<file path="config.mk">
export PLATFORM = sky130hd
export DESIGN_NAME = inv_shift_sub
export DESIGN_NICKNAME = d
export VERILOG_FILES = /design/src/rtl/aes_inv_pkg.sv /design/src/rtl/inv_sbox_lut.sv /design/src/rtl/inv_shift_sub.sv
export SDC_FILE = /design/constraint.sdc
export NUM_CORES = 1
export LEC_CHECK = 0
export ABC_AREA = 1
export BUFFER_PORTS_ARGS = -buffer_cell sky130_fd_sc_hd__buf_4
export CAP_MARGIN = 15
export CORE_AREA = 2 2 218 220
export DETAILED_ROUTE_END_ITERATION = 8
export DIE_AREA = 0 0 220 222
export GPL_TIMING_DRIVEN = 0
export PLACE_DENSITY = 0.54
export SLEW_MARGIN = 20
export SYNTH_ARGS = -nofsm -noshare
export SYNTH_HDL_FRONTEND = slang
export SYNTH_SLANG_ARGS = --single-unit
</file>
<file path="constraint.sdc">
create_clock -name clk -period 9.3 [get_ports clk]
set_input_delay 1.86 -clock clk [delete_from_list [all_inputs] [get_ports clk]]
set_output_delay 1.86 -clock clk [all_outputs]
set_load 0.01 [all_outputs]
</file>
<file path="src/rtl/aes_inv_pkg.sv">
// Shared AES decryption helpers: FSM state type, inverse S-box table, InvShiftRows indexing.
// Latency: none (types, constants and pure functions only).
// Backpressure: not applicable.
package aes_inv_pkg;

    typedef enum logic [1:0] {
        ST_IDLE = 2'd0,
        ST_RUN  = 2'd1,
        ST_DONE = 2'd2
    } state_t;

    // FIPS-197 inverse S-box; entry b is INV_SBOX[b] (index 0 is the leftmost byte).
    localparam logic [0:255][7:0] INV_SBOX = {
        128'h52096ad53036a538bf40a39e81f3d7fb,
        128'h7ce339829b2fff87348e4344c4dee9cb,
        128'h547b9432a6c2233dee4c950b42fac34e,
        128'h082ea16628d924b2765ba2496d8bd125,
        128'h72f8f66486689816d4a45ccc5d65b692,
        128'h6c704850fdedb9da5e154657a78d9d84,
        128'h90d8ab008cbcd30af7e45805b8b34506,
        128'hd02c1e8fca3f0f02c1afbd0301138a6b,
        128'h3a9111414f67dcea97f2cfcef0b4e673,
        128'h96ac7422e7ad3585e2f937e81c75df6e,
        128'h47f11a711d29c5896fb7620eaa18be1b,
        128'hfc563e4bc6d279209adbc0fe78cd5af4,
        128'h1fdda8338807c731b11210592780ec5f,
        128'h60517fa919b54a0d2de57a9f93c99cef,
        128'ha0e03b4dae2af5b0c8ebbb3c83539961,
        128'h172b047eba77d626e169146355210c7d
    };

    // Source byte for output byte idx under InvShiftRows.
    // idx = r + 4c, so r = idx[1:0], c = idx[3:2]; source is r + 4*((c - r) mod 4).
    function automatic logic [3:0] inv_shift_src(input logic [3:0] idx);
        logic [1:0] row;
        logic [1:0] col;
        row = idx[1:0];
        col = idx[3:2];
        return {col - row, row};
    endfunction

    // Byte n of a state, byte 0 being the most significant.
    function automatic logic [7:0] get_byte(input logic [127:0] s, input logic [3:0] n);
        return s[8 * (15 - int'(n)) +: 8];
    endfunction

endpackage

</file>
<file path="src/rtl/inv_sbox_lut.sv">
// Single-byte inverse S-box lookup.
// Latency: combinational.
// Backpressure: none; pure function of the input byte.
module inv_sbox_lut (
    input  logic [7:0] in_byte,
    output logic [7:0] out_byte
);
    import aes_inv_pkg::*;

    assign out_byte = INV_SBOX[in_byte];

endmodule

</file>
<file path="src/rtl/inv_shift_sub.sv">
// Computes InvSubBytes(InvShiftRows(state)), BYTES_PER_CYCLE bytes per cycle.
// Latency: out_valid rises 16/BYTES_PER_CYCLE edges after the acceptance edge.
// Backpressure: result held in DONE until out_ready; in_ready only high in IDLE.
module inv_shift_sub #(
    parameter int BYTES_PER_CYCLE = 1
) (
    input  logic         clk,
    input  logic         rst,
    input  logic         in_valid,
    output logic         in_ready,
    input  logic [127:0] in_state,
    output logic         out_valid,
    input  logic         out_ready,
    output logic [127:0] out_state,
    output logic         busy
);
    import aes_inv_pkg::*;

    if (BYTES_PER_CYCLE != 1 && BYTES_PER_CYCLE != 2 && BYTES_PER_CYCLE != 4) begin : g_bad_bpc
        $error("inv_shift_sub: BYTES_PER_CYCLE must be 1, 2 or 4");
    end

    localparam logic [4:0] STEP = 5'(BYTES_PER_CYCLE);

    state_t       state;
    logic [4:0]   cnt;
    logic [127:0] cap_state;
    logic [3:0]   wr_idx [BYTES_PER_CYCLE];
    logic [7:0]   sb_in  [BYTES_PER_CYCLE];
    logic [7:0]   sb_out [BYTES_PER_CYCLE];
    logic         last_beat;

    // Select the shifted source byte for each output byte written this cycle.
    always_comb begin
        for (int k = 0; k < BYTES_PER_CYCLE; k++) begin
            wr_idx[k] = cnt[3:0] + 4'(k);
            sb_in[k]  = get_byte(cap_state, inv_shift_src(wr_idx[k]));
        end
    end

    // This beat writes byte 15 when the counter reaches 16 afterwards.
    assign last_beat = (cnt + STEP) == 5'd16;

    for (genvar g = 0; g < BYTES_PER_CYCLE; g++) begin : g_sbox
        inv_sbox_lut u_sbox (
            .in_byte  (sb_in[g]),
            .out_byte (sb_out[g])
        );
    end

    // Control FSM with registered handshake outputs and the byte-wise result register.
    always_ff @(posedge clk) begin
        if (rst) begin
            state     <= ST_IDLE;
            cnt       <= 5'd0;
            cap_state <= '0;
            out_state <= '0;
            out_valid <= 1'b0;
            busy      <= 1'b0;
            in_ready  <= 1'b1;
        end else begin
            unique case (state)
                ST_IDLE: begin
                    if (in_valid && in_ready) begin
                        cap_state <= in_state;
                        cnt       <= 5'd0;
                        state     <= ST_RUN;
                        in_ready  <= 1'b0;
                        busy      <= 1'b1;
                    end
                end
                ST_RUN: begin
                    // Unwritten bytes keep their old value; only DONE contents matter.
                    for (int k = 0; k < BYTES_PER_CYCLE; k++) begin
                        out_state[8 * (15 - int'(wr_idx[k])) +: 8] <= sb_out[k];
                    end
                    cnt <= cnt + STEP;
                    if (last_beat) begin
                        state     <= ST_DONE;
                        out_valid <= 1'b1;
                    end
                end
                ST_DONE: begin
                    // in_ready returns only after this edge, so no accept on the handshake edge.
                    if (out_ready) begin
                        state     <= ST_IDLE;
                        out_valid <= 1'b0;
                        busy      <= 1'b0;
                        in_ready  <= 1'b1;
                    end
                end
                default: begin
                    state <= ST_IDLE;
                end
            endcase
        end
    end

endmodule

</file>
==> impl.org, run 1 <==
** STA
- Final Critical Period :: around 5.4 ns
- Slew HR :: 32.4%
- After layout, the worst path uses 57.6% of the clock period.
- Unrepaired setup endpoints after global routing :: false
- Max-slew violation total from the final report :: 0
- Post-route clock skew :: approximately 0.022 ns
- Final count of hold timing violations :: 0
- Derived from the worst setup path, the maximum achievable clock frequency is 187 MHz.
- At the pin with the least slew margin, the transition time is approximately 1.0 ns.
- Endpoints failing setup :: 0
- Setup total negative slack on the finished layout was measured at 0 ns.

** Finish
- Area used by multi-input combinational logic :: 7310 µm²
- Sequential cell area in the final layout :: 5330 µm²
- Layout net count :: between 2000 and 2500
- The count of cells in the finished layout, fillers not included, comes to roughly 3000.
- Counting the fill cells in the layout gives 5027.
- Relative area change from synthesis to final layout :: 27.1%
- Cells with a size suffix above 1 make up a little under a fifth of the layout.

** Setup path
- Buf/Inv on CP :: 4
- Critical path startpoint category :: flop
- The critical path is of the reg2reg type.
- For the worst setup path, the data arrival time is 5.83 ns.
- In this design, the largest share of critical-path delay is due to simple AND/OR/NAND/NOR gates.
- Data required time at the worst endpoint :: slightly below 10 ns
- Capturing element type of the critical path :: flop
- On the worst path, the slowest cell contributes a delay of ~0.61 ns.
- Worst R2R Setup Slack :: between 3 and 4 ns
- Critical register-to-register path endpoint :: out_state[110]$_SDFFE_PP0P_
- For this design, the slowest cell found on the critical path is sky130_fd_sc_hd__buf_1.
- In this run the critical register-to-register path is launched from cnt[0]$_SDFFE_PP0P_.
- Worst R2R Path Depth :: 19
- Of all nets on the critical path, the largest fanout is 12.
- The critical path goes through ha_1 -> buf_2 -> buf_1 -> nand3_1 -> nand3_1 -> nand2_2 -> inv_2 -> ha_1 -> nand3b_1 -> nand3_1 -> a21oi_1 -> nand2_1 -> nand3_1 -> nand2_1 -> clkinv_1 -> nand2_1 -> nand2_1 -> nand4_1 -> a21oi_1.

** Yosys
- Number of standard cells after synthesis :: about 2000
- Top cells by area, synth :: sky130_fd_sc_hd__dfxtp_1, sky130_fd_sc_hd__nand3_1, sky130_fd_sc_hd__o21ai_0
- Warnings from Yosys :: 0
- Number of distinct standard cells referenced by the synthesized netlist :: 39
- Among all flip-flop cells after synthesis, the most frequent one is sky130_fd_sc_hd__dfxtp_1.
- The synthesized design contains approximately 270 register bits.
- The largest total area in the synthesized netlist belongs to sky130_fd_sc_hd__dfxtp_1.
- Seq/Total Area, Yosys :: between 30 and 40%
- Counting flops with a built-in enable in the synthesized netlist gives 0.
- The average instance in the mapped netlist occupies about 6.8 µm².
- Summed over its instances, the top area cell type makes up 38.6% of the synthesized netlist area.
- For this run, asynchronously set or reset flops after synthesis account for 0%.
- Synthesized netlist net count :: about 2200
- In this run the cell area of the synthesized design comes to ~14000 µm².

** Die
- Total I/O pin count :: 263
- From left edge to right edge, the die measures 220 µm.
- The core region is 46300 µm².
- Initial cell density of the core :: between 20% and 30%
- From bottom edge to top edge, the die measures around 220 µm.
- Total die area :: 48800 µm²
- The floorplan has 79 rows.

** Detailed routing
- Dividing the detail-routed via count by the number of cells gives about 5.4.
- The first routing iteration left ~1600 violations.
- Residual DRC :: 0
- Routed wire length :: 69.3 mm
- ANT nets after route :: 0
- Before antenna repair, the detailed router went through 8 iterations.
- In the final routed layout, each cell accounts on average for about 23 µm.
- Detailed-route via count :: approximately 16000

** GRT
- The first global-routing pass estimated approximately 100 mm of wire.
- Global routing finished with a remaining overflow of 0.
- Number of global-route vias before repair :: between 15000 and 20000
- Maximum number of pins on one net before global-route repair :: 17
- The initial antenna violation count was 2.
- In the global route stage, overall resource usage came out at ~28%.

** Clock network
- Number of buffers created by CTS :: 28
- TritonCTS Sinks :: ~270
- The clock reaches the later pin of the worst-skew pair after between 0.5 and 0.6 ns.
- The clock passes through at most 3 buffers.
- H-tree depth reported by CTS :: 1
- After clock tree synthesis, the setup repair step added 0 buffers.
- Hold repair after CTS inserted 0 buffers.
- Post-CTS clock slew at the launch and capture registers of the worst setup and hold paths :: roughly 0.070 ns
- Post_cts resized :: 0
- TritonCTS built the clock tree.
- Master cell of the clock root buffer :: sky130_fd_sc_hd__clkbuf_16

** Place
- In this run, placement finished with an instance count of between 2000 and 3000.
- In this run the tool buffered the top-level ports with 262 buffer cells.
- After legalization and detailed placement, the total HPWL measured 52.3 mm.
- Placer's final routability congestion estimate :: between 1 and 1.5

** Min path
- Path class of the lowest-slack min-delay path :: reg2reg
- Number of cells on the worst hold path :: 2
- The worst hold path begins at cap_state[96]$_SDFFE_PP0P_.
- The worst hold path terminates at cap_state[96]$_SDFFE_PP0P_.

** Power and ir drop
- The worst-case IR drop observed on VDD is ~140 µV.
- Summed over all cells, the static leakage comes to around 0.0079 µW.
- Power per standard cell area :: 247 nW/µm²

** Job
- Number of max-cap violations :: 0

** Run status
- Run status :: finished, final reports clean
[registers in the layout (all words and copies together), names as in the netlist]
name       cells
state          2
cap_state    128
cnt            5
busy           1
out_valid      1
in_ready       1
out_state    128
[metrics by stage]
step           worst slack [ns]  power [µW]  cell area [µm²]  utilization [%]  hold slack [ns]
2_1_floorplan              5.84        2310            13800                -            0.424
3_3_place_gp               3.68        3090            16500             35.7            0.437
3_5_place_dp               4.16        3050            16500             35.8            0.442
4_1_cts                    4.15        4280            17500             37.9            0.451
5_1_grt                    3.84        4500            17500             37.9            0.473
6_report                   3.95        4330            17500             37.9            0.454
[synthesized netlist by cell type (2+ instances only)]
master and instances:
sky130_fd_sc_hd__a21oi_1 215, sky130_fd_sc_hd__a31oi_1 2, sky130_fd_sc_hd__buf_1 3, sky130_fd_sc_hd__buf_2 35
sky130_fd_sc_hd__buf_4 23, sky130_fd_sc_hd__buf_6 9, sky130_fd_sc_hd__clkbuf_1 77, sky130_fd_sc_hd__clkinv_1 4
sky130_fd_sc_hd__dfxtp_1 266, sky130_fd_sc_hd__ha_1 27, sky130_fd_sc_hd__inv_1 97, sky130_fd_sc_hd__inv_2 7
sky130_fd_sc_hd__inv_4 2, sky130_fd_sc_hd__nand2_1 350, sky130_fd_sc_hd__nand2_2 23, sky130_fd_sc_hd__nand3_1 327
sky130_fd_sc_hd__nand3_2 11, sky130_fd_sc_hd__nand3b_1 4, sky130_fd_sc_hd__nand4_1 14, sky130_fd_sc_hd__nand4_2 3
sky130_fd_sc_hd__nor2_1 221, sky130_fd_sc_hd__nor2_4 4, sky130_fd_sc_hd__nor3_1 6, sky130_fd_sc_hd__o211ai_1 9
sky130_fd_sc_hd__o21ai_0 278, sky130_fd_sc_hd__o21ai_1 7, sky130_fd_sc_hd__or2_2 2
[worst max path at each step]
stage	from	end	slack, ns	cells after the start
floorplan	in_valid	in_ready$_SDFFE_PP1P_	5.84	7
global placement	in_valid	state[0]$_SDFFE_PP0P_	3.68	7
detailed placement	cnt[0]$_SDFFE_PP0P_	out_state[49]$_SDFFE_PP0P_	4.16	21
CTS	cnt[0]$_SDFFE_PP0P_	out_state[49]$_SDFFE_PP0P_	4.15	21
global route	cnt[2]$_SDFFE_PP0P_	out_state[49]$_SDFFE_PP0P_	3.84	22
finish	cnt[0]$_SDFFE_PP0P_	out_state[110]$_SDFFE_PP0P_	3.95	19
[worst register-to-register path: stages (launching register included)]
cell and delay, ns:
sky130_fd_sc_hd__dfxtp_1 0.42, sky130_fd_sc_hd__ha_1 0.33, sky130_fd_sc_hd__buf_2 0.23, sky130_fd_sc_hd__buf_1 0.61
sky130_fd_sc_hd__nand3_1 0.26, sky130_fd_sc_hd__nand3_1 0.22, sky130_fd_sc_hd__nand2_2 0.27, sky130_fd_sc_hd__inv_2 0.36
sky130_fd_sc_hd__ha_1 0.40, sky130_fd_sc_hd__nand3b_1 0.43, sky130_fd_sc_hd__nand3_1 0.14, sky130_fd_sc_hd__a21oi_1 0.38
sky130_fd_sc_hd__nand2_1 0.09, sky130_fd_sc_hd__nand3_1 0.11, sky130_fd_sc_hd__nand2_1 0.07, sky130_fd_sc_hd__clkinv_1 0.05
sky130_fd_sc_hd__nand2_1 0.04, sky130_fd_sc_hd__nand2_1 0.27, sky130_fd_sc_hd__nand4_1 0.34, sky130_fd_sc_hd__a21oi_1 0.24
[cells in the final DEF, fill, tap and decap left out, types with 2 or more instances in the layout]
| cell type | n |
|---|---|
| sky130_fd_sc_hd__nand3_2 | 11 |
| sky130_fd_sc_hd__nand3_1 | 327 |
| sky130_fd_sc_hd__nand2_1 | 350 |
| sky130_fd_sc_hd__clkbuf_16 | 29 |
| sky130_fd_sc_hd__inv_2 | 7 |
| sky130_fd_sc_hd__nor3_1 | 5 |
| sky130_fd_sc_hd__buf_2 | 35 |
| sky130_fd_sc_hd__clkinv_1 | 4 |
| sky130_fd_sc_hd__nand3b_1 | 4 |
| sky130_fd_sc_hd__nor2_1 | 221 |
| sky130_fd_sc_hd__clkbuf_1 | 81 |
| sky130_fd_sc_hd__nand4_1 | 14 |
| sky130_fd_sc_hd__clkbuf_8 | 5 |
| sky130_fd_sc_hd__o211ai_1 | 9 |
| sky130_fd_sc_hd__o21ai_0 | 278 |
| sky130_fd_sc_hd__clkinv_2 | 6 |
| sky130_fd_sc_hd__buf_4 | 286 |
| sky130_fd_sc_hd__diode_2 | 2 |
| sky130_fd_sc_hd__a31oi_1 | 2 |
| sky130_fd_sc_hd__bufinv_16 | 5 |
| sky130_fd_sc_hd__nand2_2 | 23 |
| sky130_fd_sc_hd__buf_6 | 9 |
| sky130_fd_sc_hd__inv_1 | 97 |
| sky130_fd_sc_hd__dfxtp_1 | 266 |
| sky130_fd_sc_hd__inv_4 | 2 |
| sky130_fd_sc_hd__buf_1 | 3 |
| sky130_fd_sc_hd__o21ai_1 | 7 |
| sky130_fd_sc_hd__a21oi_1 | 215 |
| sky130_fd_sc_hd__or2_2 | 2 |
| sky130_fd_sc_hd__nor2_4 | 4 |
| sky130_fd_sc_hd__ha_1 | 27 |
| sky130_fd_sc_hd__nand4_2 | 3 |
[cell families (layout without fill, tap and decap cells)]
logic type | count (synthesis) | in the layout | share of synthesized area [%]
and+or+nand+nor | 969 | 969 | 31.3
AOI/OAI and AO/OA | 517 | 517 | 19.1
DFF | 266 | 266 | 38.6
buffers and inverters | 258 | 570 | 8.49
adders and majority gates | 27 | 27 | 2.45
xor gates and xnor gates | 1 | 1 | 0.0635
other | 0 | 2 | 0
[metal layers]
metal	vias up	share of wire, %	global-route usage, %
met2	751	45	43.7
met4	0	5.4	13.8
met1	7606	43	37.2
met3	192	7.0	4.28
li1	7458	-	-
met5	-	0	0
[cell type report]
class,instances,share of cell area (%)
multi-input combinational,1514,41.7
sequential,266,30.4
timing repair buffer,263,11.3
clock buffer,38,4.61
tap,607,4.33
buffer,147,4.27
inverter,111,2.41
clock inverter,11,1.06
antenna,2,0.0285
[power by group]
part / switching (µW) / leakage [µW] / internal (µW)
Sequential: 32.6 / 0.00217 / 1210
Clock: 484 / 0.000494 / 745
Combinational: 1370 / 0.00525 / 490
Total: 1890 / 0.00791 / 2440
No activity file was read; power rests on OpenSTA's default activity.
==> run 2, diff against run 1 <==
- ABC_AREA: 1 -> 0
- CORE_AREA: 2 2 218 220 -> 2 2 217 219
- DIE_AREA: 0 0 220 222 -> 0 0 219 221
- clock period: 9.3 -> 5.1 ns (I/O delays scaled with it)
==> run 2 against run 1 <==
  * Global-route usage about the same
  * Maximum frequency up 7.7%
  * Sequential power up 77%
  * Cell count down 10%
  * Worst hold slack worse by 0.00095 ns
  * Utilization up 0.58 points
  * Clock skew down 0.0079 ns
  * Critical path type unchanged
  * Largest cell class unchanged
==> impl.org, run 2 <==
** Run status
- The flow ran to the end, and the final reports show no timing, DRC or antenna violations.

** Detailed routing
- Routed met2 length :: 32.2 mm (+3.3%)
- Length of the first detailed-routing pass in iterations :: 5 (-3)
- The via density per instance is 5.60 (+3.5%).
- The routed wire length on met3 is 4.51 mm (-6.4%).
- Routed metal-1 wire length :: 29.5 mm (-0.38%)
- Highest metal used :: met5
- Routed wire length :: 69.2 mm (-0.21%)
- Average detailed-routed wire length per instance :: 26.1 µm (+11%)
- The final routed DRC violation total is 0 (unchanged).
- Iteration-0 DRC Markers :: 1269 (-22%)
- ANT nets after route :: 0 (unchanged)
- Detailed-route via count :: 14858 (-7.2%)

** Die
- Core box area :: 46100 µm² (-0.43%)
- The total I/O pin count was 263 (unchanged).
- Number of core rows :: 79 (unchanged)
- Total die area :: 48400 µm² (-0.90%)
- Width of the die :: 219 µm (-0.45%)
- The initial core utilization is 29.8% (-0.038 points).
- Floorplan die height :: 221 µm (-0.45%)

** Yosys
- For this run, the leading register cell type out of synthesis is sky130_fd_sc_hd__dfxtp_1.
- The async set-or-reset flop fraction in the synthesized netlist was 0% (unchanged).
- Largest area contributor in the netlist :: sky130_fd_sc_hd__dfxtp_1
- Top-area cell type share of the netlist area :: 38.8% (+0.21 points)
- The average footprint of a synthesized cell came to 7.95 µm² (+17%).
- Post-synth design cell area :: 13700 µm² (-0.55%)
- In the synthesized netlist, the cells that appear most often are sky130_fd_sc_hd__nand2_1, sky130_fd_sc_hd__dfxtp_1, sky130_fd_sc_hd__a21oi_1, sky130_fd_sc_hd__o21ai_0, sky130_fd_sc_hd__nor2_1.
- Top cells by area, synth :: sky130_fd_sc_hd__dfxtp_1, sky130_fd_sc_hd__nand2_1, sky130_fd_sc_hd__a21oi_1
- The synthesized netlist cell count was 1726 (-15%).
- The share of synthesized area occupied by flip-flops and latches is 38.8% (+0.21 points).
- The number of nets produced by synthesis is 1885 (-14%).
- Number of distinct standard cells referenced by the synthesized netlist :: 84 (+120%)
- The number of synthesized register bits is 266 (unchanged).
- The count of synthesis-stage warnings from yosys was 0 (unchanged).
- Cell with the most instances after synthesis :: sky130_fd_sc_hd__nand2_1
- The number of enable flip-flop cells after synthesis came to 0 (unchanged).

** Setup path
- Data required time at the worst endpoint :: 5.60 ns (-4.17 ns)
- The highest cell delay on the worst timing path is 0.40 ns (-0.21 ns).
- The critical path starts at cnt[2]$_SDFFE_PP0P_.
- The worst setup slack for register-to-register paths is 0.13 ns (-3.82 ns).
- Critical register-to-register path endpoint :: out_state[2]$_SDFFE_PP0P_
- Biggest fanout along the worst timing path :: 15 (+3)
- Most frequent cell on the critical path :: sky130_fd_sc_hd__buf_8
- Path type of the worst setup path :: reg2reg
- Cell type of the slowest stage on the worst timing path :: sky130_fd_sc_hd__dfxtp_4
- Worst setup path end :: out_state[2]$_SDFFE_PP0P_
- Worst R2R Path Depth :: 20 (+1)
- The arrival time reported for the critical path endpoint came to 5.47 ns (-0.36 ns).
- Walking the worst path, the cells encountered are inv_1 -> ha_1 -> buf_4 -> buf_8 -> buf_8 -> mux4_2 -> mux2_4 -> clkinv_2 -> buf_6 -> buf_8 -> buf_8 -> buf_8 -> ha_1 -> nor2_1 -> o311ai_2 -> o221ai_1 -> nand2_1 -> nand3_2 -> buf_4 -> o22ai_1.
- Capturing element type of the critical path :: flop
- In this run the critical register-to-register path is launched from cnt[2]$_SDFFE_PP0P_.
- The worst setup path is launched from a flop.

** Power and ir drop
- Cell leakage power :: 0.00686 µW (-13%)
- The power per standard cell area came to 359 nW/µm² (+45%).
- The worst ir drop on vdd is 244 µV (+77%).

** STA
- The final period utilization was 97.5% (+40 points).
- The final setup violation count was 0 (unchanged).
- Worst Hold Slack :: 0.453 ns (-0.000951 ns)
- Setup WS post-layout :: 0.128 ns (-3.82 ns)
- The clock period minus final worst setup slack came to 4.97 ns (-0.381 ns).
- Worst Max-Slew Pin Slew :: 1.25 ns (+0.239 ns)
- Post-route clock skew :: 0.0144 ns (-0.00791 ns)
- Slew HR :: 14.0% (-18 points)
- Setup repair after global routing left no endpoint under its margin.
- Final count of hold timing violations :: 0 (unchanged)
- Setup Total Neg Slack :: 0 ns (unchanged)
- The max-slew violation count was 0 (unchanged).
- Maximum clock frequency :: 201 MHz (+7.7%)

** Clock network
- The number of clock buffers inserted by TritonCTS came to 29 (+3.6%).
- TritonCTS clock tree :: built
- Post-CTS clock slew at the launch and capture registers of the worst setup and hold paths :: 0.06 ns (about the same)
- Worst-skew pair later-pin latency :: 0.58 ns (about the same)
- Number of hold-repair buffers added at the cts stage :: 0 (unchanged)
- Master cell of the clock root buffer :: sky130_fd_sc_hd__clkbuf_16
- TritonCTS Sinks :: 266 (unchanged)
- The deepest level of the CTS H-tree was 1 (unchanged).
- The worst-case clock buffer depth is 3 (unchanged).

** Finish
- The ratio of cells with drive above 1 in the final layout came to 22.9% (+4.5 points).
- The largest registers in the layout are cap_state x128, out_state x128, cnt x5.
- Commonest non-fill, non-tap cell in the layout :: sky130_fd_sc_hd__nand2_1
- The core utilization of the finished layout is 38.5% (+0.58 points).
- In the layout the commonest cells are sky130_fd_sc_hd__nand2_1, sky130_fd_sc_hd__buf_4, sky130_fd_sc_hd__dfxtp_1.
- The area growth from synthesis to layout is 29.2%.
- Layout net count :: 2183 (-12%)
- The filler-free cell count of the finished design is 2653 (-10%).

** Place
- The detailed-placement wirelength estimate is 52.8 mm (+1.0%).
- Number of buffers inserted by port buffering :: 262 (unchanged)
- The final weighted congestion in routability-driven placement was 0.975 (-5.5%).
- Number of placed cells counting well taps :: 2595 (-11%)
- The worst slack at placement came to -1.91 ns (-6.07 ns).

** GRT
- The via count of the first global-routing pass came to 14787 (-4.2%).
- The total routing usage reported by global routing was 27.9% (about the same).
- Leftover overflow at the end of global routing :: 0 (unchanged)
- The initial antenna violation count was 2 (unchanged).
- The global-route wire length before repair was 100 mm (-1.6%).
- The pin count of the biggest net entering global routing is 17 (unchanged).

** Min path
- Path class of the lowest-slack min-delay path :: reg2reg
- Number of cells on the worst hold path :: 2 (unchanged)

** Job
- The number of maximum-capacitance violations is 0 (unchanged).
-- run 2: cell count changes in the layout (fill, tap and decap cells not counted), sizes merged, moves of 13 or more --
cell,previous run,this run
a311oi,0,16
nor3,6,21
nor2,226,93
mux2i,0,31
inv,107,9
nand2b,0,14
mux4,0,28
a22o,0,30
nand2,374,463
nand4,17,3
nand3,339,37
o21ai,285,137
a31oi,2,15
-- run 2: cells by family (layout without fill, tap and decap cells) --
kind of cell / after synthesis / after routing / synth area share (%)
muxes: 65 / 65 / 7.61
and+or+nand+nor: 673 / 673 / 20.2
AOI/OAI and AO/OA: 538 / 538 / 24.4
buffers and inverters: 149 / 468 / 5.95
DFF: 266 / 266 / 38.8
other: 0 / 1 / 0
xor gates and xnor gates: 8 / 8 / 0.620
adders and majority gates: 27 / 27 / 2.46
-- run 2: layer usage --
metal	GRT usage [%]	vias to the layer above
met5	0	-
met2	46.1	687
li1	-	6767
met3	4.21	180
met4	10.9	2
met1	36.5	7222
-- run 2: area by class of cell --
type | instances | area [µm²]
timing repair buffer | 274 | 2070
sequential | 266 | 5330
clock inverter | 15 | 181
buffer | 132 | 796
inverter | 10 | 38.8
multi-input combinational | 1311 | 7770
fill | 4924 | 28300
clock buffer | 37 | 786
antenna | 1 | 2.50
tap | 607 | 759
-- run 2: worst min path at each step --
stage / start / end / slack [ns]
final: out_state[29]$_SDFFE_PP0P_ / out_state[29]$_SDFFE_PP0P_ / 0.45
after global routing: cap_state[0]$_SDFFE_PP0P_ / cap_state[0]$_SDFFE_PP0P_ / 0.46
after CTS: cap_state[7]$_SDFFE_PP0P_ / cap_state[7]$_SDFFE_PP0P_ / 0.45
after detailed placement: out_state[29]$_SDFFE_PP0P_ / out_state[29]$_SDFFE_PP0P_ / 0.44
after global placement: out_state[29]$_SDFFE_PP0P_ / out_state[29]$_SDFFE_PP0P_ / 0.43
after floorplan: cap_state[0]$_SDFFE_PP0P_ / cap_state[0]$_SDFFE_PP0P_ / 0.43
-- run 2: where the power goes --
part           switching (µW)  internal [µW]
combinational            1380            646
clock                     895           1250
sequential               43.8           2150
-- run 2: worst max-delay path: cells and delay by family (launching register included) --
kind,cells,cell delay [ns]
buffers and inverters,10,1.88
AO/OA/AOI/OAI,3,0.79
multiplexers,2,0.74
adder cells (fa/ha/maj),2,0.56
flip-flops,1,0.40
AND/OR/NAND/NOR,3,0.46
-- run 2: stage by stage --
stage	power (µW)	area [µm²]
global route	6570	17700
floorplan	3260	13700
detailed placement	4060	16500
global placement	4090	16500
finish	6370	17700
CTS	6300	17600
-- run 2: timing repair --
action / 4_1_cts / 5_1_grt
gates resized for setup: 41 / 16
buffers inserted: 8 / 4
setup endpoints to repair: 128 / 121
pin swaps: 5 / 4
